### config.mk
export PLATFORM = sky130hd
export DESIGN_NAME = inst_queue_front
export DESIGN_NICKNAME = d
export VERILOG_FILES = /design/src/rtl/inst_queue_front.sv
export SDC_FILE = /design/constraint.sdc
export NUM_CORES = 1
export LEC_CHECK = 0
export BUFFER_PORTS_ARGS = -buffer_cell sky130_fd_sc_hd__buf_2
export CORE_MARGIN = 2
export CORE_UTILIZATION = 55
export DETAILED_ROUTE_END_ITERATION = 8
export PLACE_DENSITY_LB_ADDON = 0.05
export SLEW_MARGIN = 20
export SYNTH_ARGS = -nofsm -noshare
export SYNTH_HDL_FRONTEND = slang
export SYNTH_SLANG_ARGS = --single-unit
### constraint.sdc
create_clock -name clk -period 2.9 [get_ports clk]
set_input_delay 0.435 -clock clk [delete_from_list [all_inputs] [get_ports clk]]
set_output_delay 0.435 -clock clk [all_outputs]
set_load 0.02 [all_outputs]
### src/rtl/inst_queue_front.sv
// Instruction queue between fetch and issue: circular FIFO with decode-legality check,
// a RUN/TRAP state machine that stops issue after an illegal instruction, and a saturating illegal counter.
module inst_queue_front #(
    parameter int DEPTH = 4,
    parameter int XLEN  = 32
) (
    input  logic                      clk,
    input  logic                      reset,
    input  logic                      io_enq_valid,
    output logic                      io_enq_ready,
    input  logic [XLEN-1:0]           io_enq_bits,
    output logic [XLEN-1:0]           io_inst,
    input  logic                      io_sigs_valid,
    output logic                      io_deq_valid,
    input  logic                      io_deq_ready,
    output logic [XLEN-1:0]           io_deq_bits,
    output logic                      io_deq_illegal,
    input  logic                      io_flush,
    output logic                      io_trap,
    output logic [$clog2(DEPTH):0]    io_count,
    output logic [7:0]                io_illegal_cnt
);

    localparam int          AW       = $clog2(DEPTH);
    localparam logic [AW:0] FULL_CNT = (AW + 1)'(DEPTH);

    typedef enum logic {
        ST_RUN  = 1'b0,
        ST_TRAP = 1'b1
    } state_e;

    logic [XLEN-1:0] mem_q [DEPTH];
    logic [AW-1:0]   head_q, head_d;
    logic [AW-1:0]   tail_q, tail_d;
    logic [AW:0]     count_q, count_d;
    state_e          state_q, state_d;
    logic [7:0]      ill_cnt_q, ill_cnt_d;
    logic            head_valid_s;
    logic            enq_fire_s;
    logic            deq_fire_s;

    // Handshake and head presentation; storage is only visible while the queue holds an entry.
    always_comb begin
        head_valid_s   = (count_q != {(AW + 1){1'b0}});
        io_enq_ready   = (count_q != FULL_CNT) && !io_flush;
        io_deq_valid   = head_valid_s && (state_q == ST_RUN) && !io_flush;
        io_deq_illegal = io_deq_valid && !io_sigs_valid;
        enq_fire_s     = io_enq_valid && io_enq_ready;
        deq_fire_s     = io_deq_valid && io_deq_ready;
        if (head_valid_s) begin
            io_inst     = mem_q[head_q];
            io_deq_bits = mem_q[head_q];
        end else begin
            io_inst     = {XLEN{1'b0}};
            io_deq_bits = {XLEN{1'b0}};
        end
    end

    // Next-state computation; flush overrides any same-cycle transfer but keeps the illegal count.
    always_comb begin
        head_d    = head_q;
        tail_d    = tail_q;
        count_d   = count_q;
        state_d   = state_q;
        ill_cnt_d = ill_cnt_q;
        if (io_flush) begin
            head_d  = {AW{1'b0}};
            tail_d  = {AW{1'b0}};
            count_d = {(AW + 1){1'b0}};
            state_d = ST_RUN;
        end else begin
            if (enq_fire_s) begin
                tail_d = tail_q + AW'(1);
            end else begin
                tail_d = tail_q;
            end
            if (deq_fire_s) begin
                head_d = head_q + AW'(1);
            end else begin
                head_d = head_q;
            end
            case ({enq_fire_s, deq_fire_s})
                2'b10:   count_d = count_q + (AW + 1)'(1);
                2'b01:   count_d = count_q - (AW + 1)'(1);
                default: count_d = count_q;
            endcase
            case (state_q)
                ST_RUN: begin
                    if (deq_fire_s && io_deq_illegal) begin
                        state_d = ST_TRAP;
                    end else begin
                        state_d = ST_RUN;
                    end
                end
                ST_TRAP: state_d = ST_TRAP;
                default: state_d = ST_RUN;
            endcase
            if (deq_fire_s && io_deq_illegal && (ill_cnt_q != 8'hFF)) begin
                ill_cnt_d = ill_cnt_q + 8'd1;
            end else begin
                ill_cnt_d = ill_cnt_q;
            end
        end
    end

    // Control state registers with asynchronous clear.
    always_ff @(posedge clk or negedge reset) begin
        if (!reset) begin
            head_q    <= {AW{1'b0}};
            tail_q    <= {AW{1'b0}};
            count_q   <= {(AW + 1){1'b0}};
            state_q   <= ST_RUN;
            ill_cnt_q <= 8'd0;
        end else begin
            head_q    <= head_d;
            tail_q    <= tail_d;
            count_q   <= count_d;
            state_q   <= state_d;
            ill_cnt_q <= ill_cnt_d;
        end
    end

    // Entry storage is not reset; the head mux hides stale contents.
    always_ff @(posedge clk) begin
        if (enq_fire_s) begin
            mem_q[tail_q] <= io_enq_bits;
        end
    end

    assign io_count       = count_q;
    assign io_trap        = (state_q == ST_TRAP);
    assign io_illegal_cnt = ill_cnt_q;

endmodule

==> metrics.log, run 1 <==
[metrics] portion of synthesized cell area occupied by the leading cell type: 63.3%
[metrics] number of DRC markers in iteration 0: 117
[metrics] DRC: 0
[metrics] vias: ~3100
[metrics] clock-pin transition on the worst setup and hold timing paths: 0.06 ns
[metrics] Worst Tran Pin Value: roughly 0.55 ns
[metrics] Yosys top cell by area: edfxtp_1
[metrics] fraction of final layout cells with drive strength greater than 1: between 40% and 50%
[metrics] TritonCTS clock tree: done
[metrics] clock latency at the later pin of the worst-skew pair: 0.51 ns
[metrics] maximum vdd drop: between 600 and 700 uV
[metrics] die width: 109 um
[metrics] CTS Buf Count: 17
[metrics] Std-Cell Rows: 38
[metrics] Port Buf Inserts: 116
[metrics] routed vias/inst: 5.41
[metrics] largest fanout on the critical path: 14
[metrics] via count of the first global-routing pass: 3149
[metrics] sinks on the clock net: 144
[metrics] post-synth design cell area: 6080 um2
[metrics] non-filler instance count after layout: 580
[metrics] Cell Pwr Density: 1020 nW/um2
[metrics] post-synthesis sequential area ratio: 69.9%
[metrics] Die Outline Area: between 10000 and 15000 um2
[metrics] count of hold buffers inserted by post-cts repair: 1
[metrics] antenna violations before repair: 1
[metrics] post-place setup slack: 0.507 ns
[metrics] synthesis-to-finish area growth: 19.1%
[metrics] top cells by count, synth: edfxtp_1, and2_1, buf_4
[metrics] number of instances in the synthesized netlist: 330
[metrics] kind of critical path: reg2out
[metrics] routability-driven placement congestion ratio: 0.781
[metrics] Min Clock Period, post-route: 2.73 ns
[metrics] Synthesized Nets: about 370
[metrics] ANT nets after route: 0
[metrics] type of the worst min-delay path: in2reg
[metrics] Post-synth EDFFs: 128
[metrics] number of nets in the layout: 472
[metrics] length of the first detailed-routing pass in iterations: 4
[metrics] Die Y: 109 um
[metrics] Fill cells: 763
[metrics] endpoint class of the critical path: output port
[metrics] average instance area after synthesis: 18.4 um2
[metrics] synth warn: 0
[metrics] clock skew after layout: 0.00896 ns
[metrics] total non-filler cell area in the finished layout: between 7000 and 8000 um2
[metrics] Critical Path RT: approximately 2.5 ns
[metrics] setup-violating endpoint count in the final report: 0
[metrics] depth of the most critical reg-to-reg path: 7
[metrics] endpoint arrival time on the critical path: between 2 and 2.5 ns
[metrics] hold violation count in the final report: 0
[metrics] count of final max-slew check failures: 0
[metrics] post-detailed-route wirelength per cell: 18.5 um
[metrics] worst path setup slack after routing: approximately 0.17 ns
[metrics] setup repair after global routing missed its margin: no
[metrics] outcome: complete, no violations
[metrics] core box area: 10800 um2
[metrics] starting utilization of the core area: 56.3%
[metrics] number of placed I/O pins: 117
[metrics] largest net degree at the start of global routing: 36
[metrics] predominant post-synthesis flop cell: edfxtp_1
[metrics] max-capacitance violation count: 0
[metrics] top-count cell post-synth: edfxtp_1
[metrics] number of buffers between clock root and the deepest sink: 2
[metrics] Max transition margin: 63.3%
[metrics] total power of the final layout: 7.36 mW
[metrics] Clock Root Buffer: clkbuf_8
[metrics] distinct cell type count after synthesis: 38
[metrics] share of synthesized flip-flops with an asynchronous set or reset: approximately 11%
[metrics] global route total overflow: 0
[metrics] Static Leak: 2.75 nW
[metrics] number of instances resized during post-cts repair: 0
[metrics] #FFs+latches synth: 144
[metrics] htree depth: 4
[metrics] ratio of final minimum period to clock period: 94.1%
[metrics] achievable frequency: 366 MHz
[metrics] dominant cells by area after synthesis: edfxtp_1, mux4_2, dfrtp_1, buf_4, and2_1
[metrics] Worst setup SP type: register
[metrics] number of diodes added for antenna fixing: 0
[metrics] post-detailed-placement half-perimeter wirelength: slightly below 7 mm
[metrics] WL final: 10.7 mm
[metrics] hold-critical path depth: 1
[metrics] number of buffers inserted to repair setup after CTS: 0
[metrics] global-route wire length before repair: 16.4 mm
[metrics] aggregate negative setup slack: 0 ns
[metrics] instance area at placement: between 6000 and 7000 um2
[metrics] Overall Global Routing Usage: 19.6%
[metrics] cell total after placement: 548
==> report_power, final <==
part / switching [mW] / internal (mW)
sequential: 0.164 / 2.45
clock: 0.740 / 1.28
combinational: 1.65 / 1.07
total: 2.56 / 4.80
==> layout make-up <==
| type | count | area (um2) | share of cell area [%] |
|---|---|---|---|
| Timing Repair Buffer | 126 | 746 | 10.3 |
| Inverter | 4 | 15.0 | 0.207 |
| Clock buffer | 20 | 425 | 5.88 |
| Multi-Input combinational cell | 135 | 1510 | 20.8 |
| Clock inverter | 11 | 121 | 1.68 |
| Tap cell | 140 | 175 | 2.42 |
| Sequential cell | 144 | 4250 | 58.7 |
==> critical path, stage by stage, from the launching register on <==
cell and delay, ns:
dfrtp_2 0.66, buf_12 0.24, mux4_2 0.51, and2_1 0.20, buf_2 0.16
==> metal layers <==
layer  vias to the layer above  share of wire, %  global-route usage, %
met1                      1603                41                   24.6
met5                         -                 0                      0
li1                       1434                 -                      -
met2                        92                52                   32.1
met3                        10               5.2                   5.62
met4                         0               1.3                   8.24
==> logic make-up (layout without fill, tap and decap cells) <==
| kind of cell | Yosys count | count (layout) | share of synthesized area, % |
|---|---|---|---|
| simple gates | 73 | 73 | 7.15 |
| fa+ha+maj | 6 | 6 | 1.36 |
| buf+inv | 51 | 161 | 5.42 |
| xor+xnor | 11 | 11 | 1.59 |
| compound gates | 7 | 7 | 1.67 |
| flops | 144 | 144 | 69.9 |
| mux | 38 | 38 | 13.0 |
==> sequential cells by signal, summed over array words and instances (netlist names) <==
| name | cells |
|---|---|
| mem_q | 128 |
| io_illegal_cnt | 8 |
| io_count | 3 |
| head_q | 2 |
| tail_q | 2 |
| io_trap | 1 |
==> final timing paths <==
kind	startpoint	endpoint	slack [ns]
max	head_q[0]	io_deq_bits[1]	0.17
max reg2reg	io_count[1]	io_count[2]	0.50
min	io_enq_bits[24]	mem_q[2][24]	0.13
min in group asynchronous	reset	io_illegal_cnt[0]	0.36
max in group asynchronous	reset	head_q[0]	2.24
min reg2reg	io_illegal_cnt[5]	io_illegal_cnt[5]	0.49
==> cells in the final DEF (no fill, tap or decap), types with 6 or more instances in the layout <==
master and n:
xor2_1 9, and2_1 32, clkinv_1 7, nor2_1 11, dfrtp_1 14, mux4_2 32
edfxtp_1 128, clkbuf_16 16, buf_12 7, nand2_1 6, buf_2 116
==> through the flow <==
stage | hold slack (ns) | util (%)
final | 0.131 | 67.1
after global routing | 0.111 | 67.1
after CTS | 0.101 | 67.1
after detailed placement | 0.377 | 61.9
after global placement | 0.373 | 61.9
after floorplan | 0.139 | -
No activity file was read; power rests on OpenSTA's default activity.
==> run 2: changes to the inputs <==
CAP_MARGIN = 20   (was default)
clock period = 3.1 ns   (was 2.9 ns; I/O delays follow)
==> run 2 against run 1 <==
Net effect:
- global-route usage decreased by 0.74 points
- clock skew shrank 0.0010 ns
- wire length fell by 2.1%
- sequential power shrank 7%
- hold slack better by 0.040 ns
==> metrics.log, run 2 (synthesized netlist as in run 1, its figures left out) <==
[metrics] length of the first detailed-routing pass in iterations: 4 (unchanged)
[metrics] via count of the first global-routing pass: 3080 (-2.2%)
[metrics] busiest metal layer after global routing: met2
[metrics] startpoint of the worst register-to-register path: io_count[1]
[metrics] Min Clock Period, post-route: 2.71 ns
[metrics] routability-driven placement congestion ratio: 0.764 (-2.2%)
[metrics] number of buffers between clock root and the deepest sink: 2 (unchanged)
[metrics] aggregate negative setup slack: 0 ns (unchanged)
[metrics] worst hold slack after final layout: 0.171 ns (+0.0403 ns)
[metrics] largest fanout on the critical path: 27 (+13)
[metrics] Std-Cell Rows: 38 (unchanged)
[metrics] number of placed I/O pins: 117 (unchanged)
[metrics] Cell Pwr Density: 962 nW/um2 (-5.4%)
[metrics] Clock Root Buffer: clkbuf_8
[metrics] WL final: 10.5 mm (-2.1%)
[metrics] cell total after placement: 548 (unchanged)
[metrics] maximum vdd drop: 553 uV (-13%)
[metrics] number of nets in the layout: 472 (unchanged)
[metrics] Die Y: 109 um (unchanged)
[metrics] largest net degree at the start of global routing: 36 (unchanged)
[metrics] register containing the most flip-flops in the final layout: mem_q
[metrics] met2 routing resource usage after global routing: 31.5% (-0.62 points)
[metrics] htree depth: 4 (unchanged)
[metrics] non-filler instance count after layout: 580 (unchanged)
[metrics] clock-pin transition on the worst setup and hold timing paths: 0.06 ns (about the same)
[metrics] setup-violating endpoint count in the final report: 0 (unchanged)
[metrics] sinks on the clock net: 144 (unchanged)
[metrics] global route total overflow: 0 (unchanged)
[metrics] core box area: 10800 um2 (unchanged)
[metrics] TritonCTS clock tree: done
[metrics] Overall Global Routing Usage: 18.9% (-0.74 points)
[metrics] outcome: complete, no violations
[metrics] Port Buf Inserts: 116 (unchanged)
[metrics] global-route wire length before repair: 16.1 mm (-1.9%)
[metrics] timing startpoint of the critical path: head_q[1]
[metrics] antenna violations before repair: 1 (unchanged)
[metrics] Max transition margin: 52.9% (-10 points)
[metrics] Worst setup SP type: register
[metrics] fraction of final layout cells with drive strength greater than 1: 45.5% (+1.4 points)
[metrics] clock skew after layout: 0.00796 ns (-0.00100 ns)
[metrics] Static Leak: 2.75 nW (about the same)
[metrics] Critical Path RT: 2.63 ns (+0.16 ns)
[metrics] achievable frequency: 369 MHz
[metrics] Die Outline Area: 11900 um2 (unchanged)
[metrics] number of diodes added for antenna fixing: 0 (unchanged)
[metrics] number of instances resized during post-cts repair: 0 (unchanged)
[metrics] die width: 109 um (unchanged)
[metrics] starting utilization of the core area: 56.3% (unchanged)
[metrics] max-capacitance violation count: 0 (unchanged)
[metrics] endpoint class of the critical path: output port
[metrics] max reg flops: 128 (unchanged)
[metrics] number of DRC markers in iteration 0: 177 (+51%)
[metrics] met1 track demand over resource: 23.6% (-1.0 points)
[metrics] vias: 3084 (-1.8%)
[metrics] commonest non-fill, non-tap cell in the layout: edfxtp_1
[metrics] M3 GR Usage: 5.98% (+0.36 points)
[metrics] synthesis-to-finish area growth: 18.9%
[metrics] total power of the final layout: 6.95 mW (-5.5%)
[metrics] commonest non-fill, non-tap cells in the layout: edfxtp_1, buf_2, mux4_2, and2_1, clkbuf_16
[metrics] clock latency at the later pin of the worst-skew pair: 0.50 ns (about the same)
[metrics] hold path start: io_enq_bits[24]
[metrics] sequential cell area in the final layout: 4250 um2 (unchanged)
[metrics] area occupied by multi-input gates: 1510 um2 (unchanged)
[metrics] routed vias/inst: 5.32 (-1.8%)
[metrics] ratio of final minimum period to clock period: between 80 and 90%
[metrics] post-detailed-placement half-perimeter wirelength: 6.31 mm (-6.9%)
[metrics] setup repair after global routing missed its margin: no
[metrics] count of final max-slew check failures: 0 (unchanged)
[metrics] post-detailed-route wirelength per cell: 18.1 um (-2.1%)
[metrics] ANT nets after route: 0 (unchanged)
[metrics] type of the worst min-delay path: in2reg
[metrics] Fill cells: 741 (-2.9%)
[metrics] CTS Buf Count: 17 (unchanged)
[metrics] hold violation count in the final report: 0 (unchanged)
[metrics] kind of critical path: reg2out
[metrics] DRC: 0 (unchanged)
[metrics] Worst Tran Pin Value: 0.707 ns (+0.160 ns)
[metrics] post-route core utilization: 67.0% (-0.093 points)
[metrics] endpoint arrival time on the critical path: 2.24 ns (-0.05 ns)
-- run 2: final cells by class --
cell class	instances	area share (%)
flip-flops and latches	144	58.8
inverters	4	0.208
well taps	140	2.42
multi-input cells	135	20.9
clock buffers	17	5.73
clock inverters	14	2.39
repair buffers	126	9.63
-- run 2: final timing paths --
check	endpoint	slack (ns)	depth (start not counted)
setup / recovery	io_deq_bits[9]	0.39	4
hold / removal	mem_q[2][24]	0.17	1
setup reg to reg	io_count[2]	0.70	7
hold reg to reg	io_illegal_cnt[5]	0.50	1
max in group asynchronous	head_q[0]	2.40	2
min in group asynchronous	io_count[2]	0.41	2
-- run 2: timing repair --
item,CTS,global route
endpoints found under the hold margin,16,0
buffers inserted,0,0
hold buffers,1,0
-- run 2: power breakdown --
part	leakage [nW]	internal, mW	switching, mW
registers	1.37	2.29	0.140
logic	1.10	0.966	1.55
clock network	0.279	1.28	0.720
-- run 2: stage by stage --
step           cell area (um2)  setup WS [ns]
2_1_floorplan             6080          0.488
3_3_place_gp              6630          0.763
3_5_place_dp              6630          0.720
4_1_cts                   7230          0.324
5_1_grt                   7230          0.264
6_report                  7230          0.390
-- run 2: critical path, stage by stage (launching register included) --
cell     delay (ns)
dfrtp_2        0.82
buf_4          0.28
mux4_2         0.28
and2_1         0.18
buf_2          0.16
-- run 2: per-layer routing --
layer / vias up / routed length (um)
li1: 1430 / -
met1: 1547 / 4480
met2: 97 / 5420
met3: 10 / 509
met4: 0 / 110
met5: - / 0
